`src/rtl/mux_sched_pkg.sv`:
```
// Shared definitions for the round-robin multiplexing scheduler.
//   NUM_REQ : number of requester lanes (16)
//   SEL_W   : width of a requester index (4)
//   state_t : scheduler FSM states
//   onehot  : index -> one-hot grant vector
package mux_sched_pkg;

    localparam int unsigned NUM_REQ = 16;
    localparam int unsigned SEL_W   = 4;

    typedef enum logic {
        IDLE = 1'b0,
        BUSY = 1'b1
    } state_t;

    function automatic logic [NUM_REQ-1:0] onehot(input logic [SEL_W-1:0] idx);
        logic [NUM_REQ-1:0] v;
        v      = '0;
        v[idx] = 1'b1;
        return v;
    endfunction

endpackage

```
`src/rtl/mux_rr_scheduler_rr_pick.sv`:
```
// rr_pick: combinational round-robin search.
// Ports:
//   req   (in)  : per-requester request bits
//   ptr   (in)  : index searched first; search continues ptr+1, ... mod 16
//   found (out) : at least one request bit is set
//   idx   (out) : first requesting index at or after ptr (ptr when none)
module rr_pick
    import mux_sched_pkg::*;
(
    input  logic [NUM_REQ-1:0] req,
    input  logic [SEL_W-1:0]   ptr,
    output logic               found,
    output logic [SEL_W-1:0]   idx
);

    always_comb begin
        logic [SEL_W-1:0] w_cand;
        found  = 1'b0;
        idx    = ptr;
        w_cand = ptr;
        // Walk from the farthest offset back to ptr so the nearest hit is
        // the last one written and therefore wins.
        for (int unsigned k = NUM_REQ; k > 0; k--) begin
            w_cand = ptr + SEL_W'(k - 1);
            if (req[w_cand]) begin
                found = 1'b1;
                idx   = w_cand;
            end
        end
    end

endmodule

```
`src/rtl/mux_rr_scheduler.sv`:
```
// mux_rr_scheduler: 16-lane round-robin burst scheduler feeding one
// valid/ready output. A granted requester keeps the output for up to
// MAX_BURST transfers or until it drops its request, then the grant
// rotates to the next requester with no idle cycle in between.
// Ports:
//   clk, rst  : clock, synchronous active-high reset
//   req       : per-requester request, bit i = requester i
//   data_in   : 16 lanes, lane i at [i*DATA_W +: DATA_W]
//   out_ready : consumer accepts out_data this cycle
//   out_valid : BUSY and the granted requester still requests
//   out_data  : data_in lane sel
//   sel       : registered granted index
//   gnt       : registered one-hot grant, zero when idle
//   busy      : FSM is in BUSY
module mux_rr_scheduler
    import mux_sched_pkg::*;
#(
    parameter int unsigned DATA_W    = 8,
    parameter int unsigned MAX_BURST = 4
)(
    input  logic                      clk,
    input  logic                      rst,
    input  logic [NUM_REQ-1:0]        req,
    input  logic [NUM_REQ*DATA_W-1:0] data_in,
    input  logic                      out_ready,
    output logic                      out_valid,
    output logic [DATA_W-1:0]         out_data,
    output logic [SEL_W-1:0]          sel,
    output logic [NUM_REQ-1:0]        gnt,
    output logic                      busy
);

    state_t             r_state, w_state_nxt;
    logic [SEL_W-1:0]   r_ptr, w_ptr_nxt;
    logic [3:0]         r_burst_cnt, w_burst_nxt;
    logic [SEL_W-1:0]   r_sel, w_sel_nxt;
    logic [NUM_REQ-1:0] r_gnt, w_gnt_nxt;

    logic               w_req_sel;
    logic               w_xfer;
    logic               w_last;
    logic               w_release;
    logic [SEL_W-1:0]   w_arb_ptr;
    logic               w_found;
    logic [SEL_W-1:0]   w_idx;

    assign sel       = r_sel;
    assign gnt       = r_gnt;
    assign busy      = (r_state == BUSY);
    assign out_data  = data_in[r_sel*DATA_W +: DATA_W];

    assign w_req_sel = req[r_sel];
    assign out_valid = busy && w_req_sel;
    assign w_xfer    = out_valid && out_ready;
    assign w_last    = (r_burst_cnt == 4'(MAX_BURST - 1));
    assign w_release = busy && ((w_xfer && w_last) || !w_req_sel);

    // On release the search already starts past the current owner, so the
    // regrant happens in the same cycle and the owner drops to lowest priority.
    assign w_arb_ptr = w_release ? (r_sel + SEL_W'(1)) : r_ptr;

    rr_pick u_pick (
        .req   (req),
        .ptr   (w_arb_ptr),
        .found (w_found),
        .idx   (w_idx)
    );

    always_comb begin
        w_state_nxt = r_state;
        w_ptr_nxt   = r_ptr;
        w_burst_nxt = r_burst_cnt;
        w_sel_nxt   = r_sel;
        w_gnt_nxt   = r_gnt;
        case (r_state)
            IDLE: begin
                if (w_found) begin
                    w_state_nxt = BUSY;
                    w_sel_nxt   = w_idx;
                    w_gnt_nxt   = onehot(w_idx);
                    w_burst_nxt = '0;
                end
            end
            BUSY: begin
                if (w_release) begin
                    w_ptr_nxt   = w_arb_ptr;
                    w_burst_nxt = '0;
                    if (w_found) begin
                        w_sel_nxt = w_idx;
                        w_gnt_nxt = onehot(w_idx);
                    end else begin
                        w_state_nxt = IDLE;
                        w_gnt_nxt   = '0;
                    end
                end else if (w_xfer) begin
                    w_burst_nxt = r_burst_cnt + 4'd1;
                end
            end
            default: begin
                w_state_nxt = IDLE;
                w_gnt_nxt   = '0;
            end
        endcase
    end

    always_ff @(posedge clk) begin
        if (rst) begin
            r_state     <= IDLE;
            r_ptr       <= '0;
            r_burst_cnt <= '0;
            r_sel       <= '0;
            r_gnt       <= '0;
        end else begin
            r_state     <= w_state_nxt;
            r_ptr       <= w_ptr_nxt;
            r_burst_cnt <= w_burst_nxt;
            r_sel       <= w_sel_nxt;
            r_gnt       <= w_gnt_nxt;
        end
    end

endmodule
```
`config.mk`:
```
export PLATFORM = sky130hd
export DESIGN_NAME = mux_rr_scheduler
export DESIGN_NICKNAME = d
export VERILOG_FILES = /design/src/rtl/mux_sched_pkg.sv /design/src/rtl/mux_rr_scheduler_rr_pick.sv /design/src/rtl/mux_rr_scheduler.sv
export SDC_FILE = /design/constraint.sdc
export NUM_CORES = 1
export LEC_CHECK = 0
export ABC_AREA = 1
export CAP_MARGIN = 20
export CORE_MARGIN = 2
export CORE_UTILIZATION = 35
export DETAILED_ROUTE_END_ITERATION = 10
export HOLD_SLACK_MARGIN = 0.06
export PLACE_DENSITY = 0.71
export SLEW_MARGIN = 10
export SYNTH_ARGS = -nofsm -noshare
export SYNTH_HDL_FRONTEND = slang
export SYNTH_SLANG_ARGS = --single-unit
```
`constraint.sdc`:
```
create_clock -name clk -period 3.9 [get_ports clk]
set_input_delay 0.78 -clock clk [delete_from_list [all_inputs] [get_ports clk]]
set_output_delay 0.78 -clock clk [all_outputs]
set_load 0.02 [all_outputs]
```
==> results of run 1 <==
[routing by layer]
| layer | share of wire [%] | routed length, µm | global-route usage [%] | vias to the layer above |
|---|---|---|---|---|
| li1 | - | - | - | 3361 |
| met1 | 42 | 9060 | 37.3 | 3109 |
| met2 | 47 | 10000 | 45.9 | 320 |
| met3 | 7.4 | 1580 | 4.49 | 79 |
| met4 | 3.4 | 732 | 8.71 | 0 |
| met5 | 0 | 0 | 0 | - |
[final cells by class]
class / count / area, µm² / area share, %
Multi-Input combinational cell: 682 / 4280 / 50.3
Timing Repair Buffer: 328 / 2930 / 34.4
Sequential cell: 29 / 582 / 6.83
Inverter: 83 / 333 / 3.91
Tap cell: 172 / 215 / 2.53
Clock buffer: 7 / 143 / 1.67
Clock inverter: 1 / 30.0 / 0.353
[worst paths after layout]
path	start	endpoint	slack [ps]	depth (start not counted)
setup / recovery	req[6]	gnt[5]	5	35
hold / removal	gnt[2]	gnt[2]	470	2
setup reg to reg	sel[0]	gnt[5]	80	34
hold reg to reg	gnt[2]	gnt[2]	470	2
[repair_timing]
item	CTS	global route
gates resized for setup	108	154
buffers inserted	25	16
gates cloned	0	0
endpoints found under the setup margin	24	24
pin swaps	55	80
[state kept, by name, indices dropped and copies added (netlist names)]
register and flops:
gnt 16, r_burst_cnt 4, busy 1, sel 4
r_ptr 4
[tightest hold or removal path: cells and delay by family, from the launching register on]
| family | cells | cell delay [ps] |
|---|---|---|
| flops | 1 | 310 |
| simple gates | 1 | 60 |
| compound gates | 1 | 50 |
[synthesized netlist by cell type (2+ instances only)]
master,n
a21oi_1,31
a21oi_2,12
buf_1,2
buf_2,5
buf_4,3
buf_6,6
clkbuf_1,26
clkinv_1,2
dfxtp_1,29
ha_1,9
inv_1,68
inv_2,12
nand2_1,242
nand2_2,22
nand2_4,9
nand3_1,120
nand3_2,8
nand4_1,2
nor2_1,80
nor2_2,6
nor3_1,3
nor4_1,2
o211ai_1,6
o21ai_0,75
o21ai_1,2
o21ai_2,2
o221ai_1,26
o22ai_1,6
xor2_1,4
xor2_2,3
[per-stage QoR]
step                      hold slack, ps  cell area (µm²)  TNS [ps]  setup WS, ps
after floorplan                      471             4640         0          3.99
after global placement               456             7260    -14580          -661
after detailed placement             462             7260    -15720          -745
after CTS                            473             8000         0          4.61
after global routing                 499             8520     -3840          -243
final                                470             8520         0          5.14
[logic make-up (layout without fill, tap and decap cells)]
family / after synthesis / in the layout
fa+ha+maj: 9 / 9
flops: 29 / 29
buf+inv: 125 / 419
xor+xnor: 8 / 8
compound gates: 163 / 163
simple gates: 502 / 502
[cells in the final DEF (no fill, tap or decap), drive strengths merged, types with 19 or more instances in the layout]
| cell type | netlist | final |
|---|---|---|
| a21oi | 43 | 43 |
| o221ai | 26 | 26 |
| buf | 16 | 157 |
| nor2 | 87 | 87 |
| o21ai | 79 | 79 |
| nand2 | 274 | 274 |
| nand3 | 129 | 129 |
| inv | 81 | 81 |
| clkdlybuf4s50 | 0 | 159 |
| dfxtp | 29 | 29 |
| clkbuf | 26 | 19 |
==> results by group, run 1 <==
Run status
  • Status: finished clean

Timing
  • Clk_skew: approximately 3.6 ps
  • Slew HR: 60.6%
  • Final worst path period share: roughly 100%
  • Crit path time final: 3890 ps
  • Max Slew Vio Count: 0
  • Peak Freq: roughly 260 MHz
  • Fin. Hold Viols: 0
  • RSZ-0062 raised after global routing: true
  • Final setup viols: 0
  • Worst-Margin Slew: between 500 and 600 ps

Global routing
  • Gr ovfl total: 0
  • GRT Total Usage: between 20% and 30%
  • Largest net degree at the start of global routing: 65
  • Vias in the first global route: between 6000 and 7000
  • Initial antenna violation count: 0
  • First-pass GRT wire length: between 30000 and 40000 µm

Clocking
  • CTS root buffer: clkbuf_16
  • Clock-pin slew of the registers on the worst-case setup and hold paths: approximately 50 ps
  • CTS buffer count: 5
  • H-tree levels: 2
  • Count of hold-fix buffers inserted at cts: 0
  • Clock Tree Buf Depth: 2
  • Clock Sink Count: 29
  • Worst skew pair latency: about 280 ps
  • CTS tree: done

Setup path
  • Arr. time, crit path: ~4100 ps
  • Worst Path Buf+Inv: 7
  • Crit path max-delay family: simple AND/OR/NAND/NOR gates
  • CP required: ~4100 ps
  • WS Path Type: input pin to flip-flop
  • CP Capture Type: flip-flop
  • Max stage delay on crit path: about 310 ps
  • Critical path fanouts, max: 8
  • CP max-delay cell: ha_4
  • Most frequent CP cell: nand2_1
  • Worst Setup Start Kind: input pin

Logic synthesis
  • XOR/XNOR Fraction of Synth Area: under 10%
  • Post-synth net total: slightly below 1000
  • Warnings from Yosys: 0
  • Mean Syn Cell Area: between 5 and 6 µm²
  • Largest family of logic cells by synthesized area: simple AND/OR/NAND/NOR gates
  • Most used DFF post-synth: dfxtp_1
  • Register bit total from synthesis: 29
  • Yosys cell types: 43
  • Post-synth top area cell: nand2_1
  • Synth async-reset ratio: 0%
  • Adder-cell share of the synthesized area: 2.44%
  • Post-synthesis simple-gate area fraction: 49.8%
  • Sequential element share of the synthesized area: around 13%
  • Multiplexer share of the synthesized area: 0%
  • Synthesized cell area: around 4600 µm²
  • Post-synth top area share: ~20%
  • Post-synth EDFFs: 0
  • Cells after synthesis: approximately 840
  • Compound-Gate Fraction of Synth Area: between 20% and 30%
  • Area contributors post-synth: nand2_1, nand3_1, dfxtp_1

Drt
  • Remaining DRCs: 0
  • Vias per cell: 5.28
  • DRT Pass-1 Iters: 5
  • Routed wire length: about 21000 µm
  • DR WL/cell: roughly 16 µm
  • Post-route ant nets: 0
  • Vias: roughly 7000
  • Starting DRT DRC Count: 620

Place
  • Port Buf Inserts: roughly 180
  • GPL Wtd Cong: between 0.9 and 1
  • Detailed placement HPWL: between 15000 and 20000 µm
  • Inst Count DP: roughly 1300

Floorplan
  • I/O pin count: about 180
  • Die height: around 120 µm
  • Die area: about 14000 µm²
  • Initial Util: between 30% and 40%
  • FP Rows: 41
  • Die Width: around 120 µm
  • Core Area: ~13000 µm²

Layout
  • Utilization after layout: 66.9%
  • Final #Nets: ~1300
  • Area growth from synthesis to layout: 84.7%
  • # diodes: 0
  • Fillcell total: between 1000 and 1500
  • Post-route insts no fill: 1302
  • Share of layout cells above drive strength 1: around 34%

Hold path
  • Hold Crit Class: flip-flop to flip-flop

Flow run
  • Max-cap violations: 0
Power of run 1 is not shown: default switching activity piles up to over one toggle a cycle in this logic, so the estimate is an artifact.
==> inputs of run 2 (changes only) <==
Settings changed: CORE_MARGIN 2 to unset, PLACE_DENSITY 0.71 to 0.72, SETUP_SLACK_MARGIN set to 0.05, SYNTH_HIERARCHICAL set to 1.
==> run 2 against run 1 <==
Effect of this change:
- the run now ends with setup timing left
- wire length down 0.24%
- flip-flop and latch count unchanged
- final area up 0.28%
- critical path type unchanged
==> results by group, run 2 <==
Run status
  • Status: finished with violations
  • Failing checks: setup timing

Logic synthesis
  • Most used DFF post-synth: dfxtp_1
  • Synth top cells by count: nand2_1, nor2_1, nand3_1, o21ai_0, inv_1
  • Post-synth top area share: 19.9% (+0.18 points)
  • Mean Syn Cell Area: 5.20 µm² (-5.7%)
  • Synthesized cell area: 4270 µm² (-7.5%)
  • Synth async-reset ratio: 0% (unchanged)
  • Post-synth net total: 976 (-1.6%)
  • Sequential element share of the synthesized area: 13.6% (+1.0 points)
  • Warnings from Yosys: 6 (+6)
  • Area contributors post-synth: nand2_1, dfxtp_1, nor2_1
  • Most frequent cell after synthesis: nand2_1
  • Post-synth top area cell: nand2_1
  • Cells after synthesis: 820 (-1.9%)
  • Register bit total from synthesis: 29 (unchanged)
  • Yosys cell types: 35 (-19%)
  • Post-synth EDFFs: 0 (unchanged)

Drt
  • Post-route ant nets: 0 (unchanged)
  • DR WL/cell: 16.8 µm (+2.4%)
  • Routed wire length: 21300 µm (-0.24%)
  • DRT Pass-1 Iters: 7 (+2)
  • Vias: 6923 (+0.79%)
  • Starting DRT DRC Count: 581 (-6.3%)
  • Remaining DRCs: 0 (unchanged)
  • Vias per cell: 5.46 (+3.4%)

Timing
  • Clk_skew: 2.11 ps (-1.45 ps)
  • Max Slew Vio Count: 0 (unchanged)
  • Final setup viols: 24 (+24)
  • Final worst path period share: 116% (+16 points)
  • Peak Freq: 221 MHz (-14%)
  • Fin. Hold Viols: 0 (unchanged)
  • RSZ-0062 raised after global routing: true
  • Slew HR: 67.6% (+6.9 points)
  • Final Worst Setup Slack: -618 ps (-623 ps)
  • Hold_ws: 465 ps (-5.21 ps)
  • Crit path time final: 4520 ps (+623 ps)
  • Worst-Margin Slew: 486 ps (-104 ps)

Place
  • Inst Count DP: 1210 (-3.4%)
  • GPL Wtd Cong: 0.971 (+0.96%)
  • Detailed placement HPWL: 13900 µm (-7.7%)
  • Place WS: -1080 ps (-339 ps)
  • Port Buf Inserts: 176 (unchanged)

Setup path
  • Setup crit end: gnt[15]
  • Arr. time, crit path: 4730 ps (+630 ps)
  • Crit. Startpoint: out_ready
  • WS Path Type: input pin to flip-flop
  • CP Capture Type: flip-flop
  • Max stage delay on crit path: 290 ps (-20 ps)
  • Worst R2R End: gnt[15]
  • Worst Setup Start Kind: input pin
  • CP required: 4110 ps (about the same)
  • Crit path max-delay family: simple AND/OR/NAND/NOR gates
  • Worst r2r path cells: 38 (+12%)
  • Worst Path Buf+Inv: 5 (-2)
  • Critical path depth: 33 (-5.7%)
  • RR Startpoint: sel[0]
  • R2R setup slack: -530 ps (-610 ps)
  • Most frequent CP cell: nand2_1
  • Critical path fanouts, max: 9 (+1)
  • CP max-delay cell: a21oi_4

Global routing
  • Global-route met1 utilization: 36.9% (-0.40 points)
  • Layer with the highest usage: met2
  • Initial antenna violation count: 0 (unchanged)
  • Vias in the first global route: 6157 (-3.9%)
  • Gr ovfl total: 0 (unchanged)
  • GRT Total Usage: 29.3% (+1.4 points)
  • First-pass GRT wire length: 30100 µm (-6.7%)
  • Largest net degree at the start of global routing: 52 (-20%)
  • GRT met2 Usage: 51.1% (+5.2 points)
  • Met3 Track Usage GR: 4.64% (+0.16 points)

Floorplan
  • Die area: 12600 µm² (-10%)
  • Die Width: 112 µm (-5.4%)
  • Core Area: 11700 µm² (-8.3%)
  • Initial Util: 36.6% (+0.34 points)
  • I/O pin count: 177 (unchanged)
  • Die height: 112 µm (-5.4%)
  • FP Rows: 39 (-4.9%)

Layout
  • # diodes: 0 (unchanged)
  • Commonest cells after routing, fill and taps aside: nand2_1, clkdlybuf4s50_1, buf_4
  • Largest register FFs: 16 (unchanged)
  • Post-route insts no fill: 1269 (-2.5%)
  • Utilization after layout: 73.2% (+6.3 points)
  • Area growth from synthesis to layout: 100%
  • Share of layout cells above drive strength 1: 35.9% (+1.5 points)
  • Final #Nets: 1281 (-0.31%)
  • Commonest non-fill, non-tap cell in the layout: nand2_1

Hold path
  • Hold Crit Class: flip-flop to flip-flop

Clocking
  • Clock Sink Count: 29 (unchanged)
  • CTS root buffer: clkbuf_16
  • CTS buffer count: 5 (unchanged)
  • Clock-pin slew of the registers on the worst-case setup and hold paths: 50 ps (about the same)
  • Clock Tree Buf Depth: 2 (unchanged)
  • H-tree levels: 2 (unchanged)
  • CTS tree: done
  • Worst skew pair latency: 270 ps (about the same)

Flow run
  • Max-cap violations: 0 (unchanged)
==> run 2: metal layers <==
layer	up-vias	routed length, µm
li1	3319	-
met1	3130	8240
met2	367	10400
met3	107	1480
met4	0	1160
met5	-	0
==> run 2: worst min-delay path by stage <==
stage / end / slack, ps / cells after the start / startpoint
2_1_floorplan: r_burst_cnt[0] / 450 / 2 / r_burst_cnt[0]
3_3_place_gp: gnt[11] / 450 / 2 / gnt[11]
3_5_place_dp: gnt[7] / 460 / 2 / gnt[7]
4_1_cts: gnt[0] / 470 / 2 / gnt[0]
5_1_grt: gnt[7] / 480 / 2 / gnt[7]
6_report: gnt[5] / 460 / 2 / gnt[5]
==> run 2: stage by stage <==
stage               setup TNS, ps  cell area (µm²)
finish                      -9950             8540
global route               -17390             8540
CTS                         -2370             7710
detailed placement         -23880             7020
global placement           -23820             7020
floorplan                    -930             4440
==> run 2: worst min-delay path: stages (launching register included) <==
cell and delay [ps]:
dfxtp_1 300, nand2_1 60, a21oi_1 50
==> run 2: timing repair <==
| action | CTS | global route |
|---|---|---|
| pin swaps | 72 | 100 |
| setup endpoints to repair | 25 | 26 |
| resized for setup | 166 | 179 |
| buffers inserted | 31 | 20 |
| hold buffers | 0 | 0 |
| cloned | 0 | 0 |
==> run 2: final cells by class <==
class	count	area [µm²]
Clock buffer	7	153
Clock inverter	1	5.00
Tap cell	143	179
Multi-Input combinational cell	670	4150
Sequential cell	29	582
Timing Repair Buffer	340	3100
Inverter	79	370
Fill cell	860	3120
==> run 2: kinds of logic (layout without fill, tap and decap cells) <==
family,after synthesis,in the layout,share of synthesized area [%]
fa+ha+maj,9,9,2.64
compound gates,191,191,24.0
flops,29,29,13.6
simple gates,461,461,45.4
buf+inv,121,427,12.1
xor+xnor,9,9,2.20
Power of run 2 is left out for the same reason.
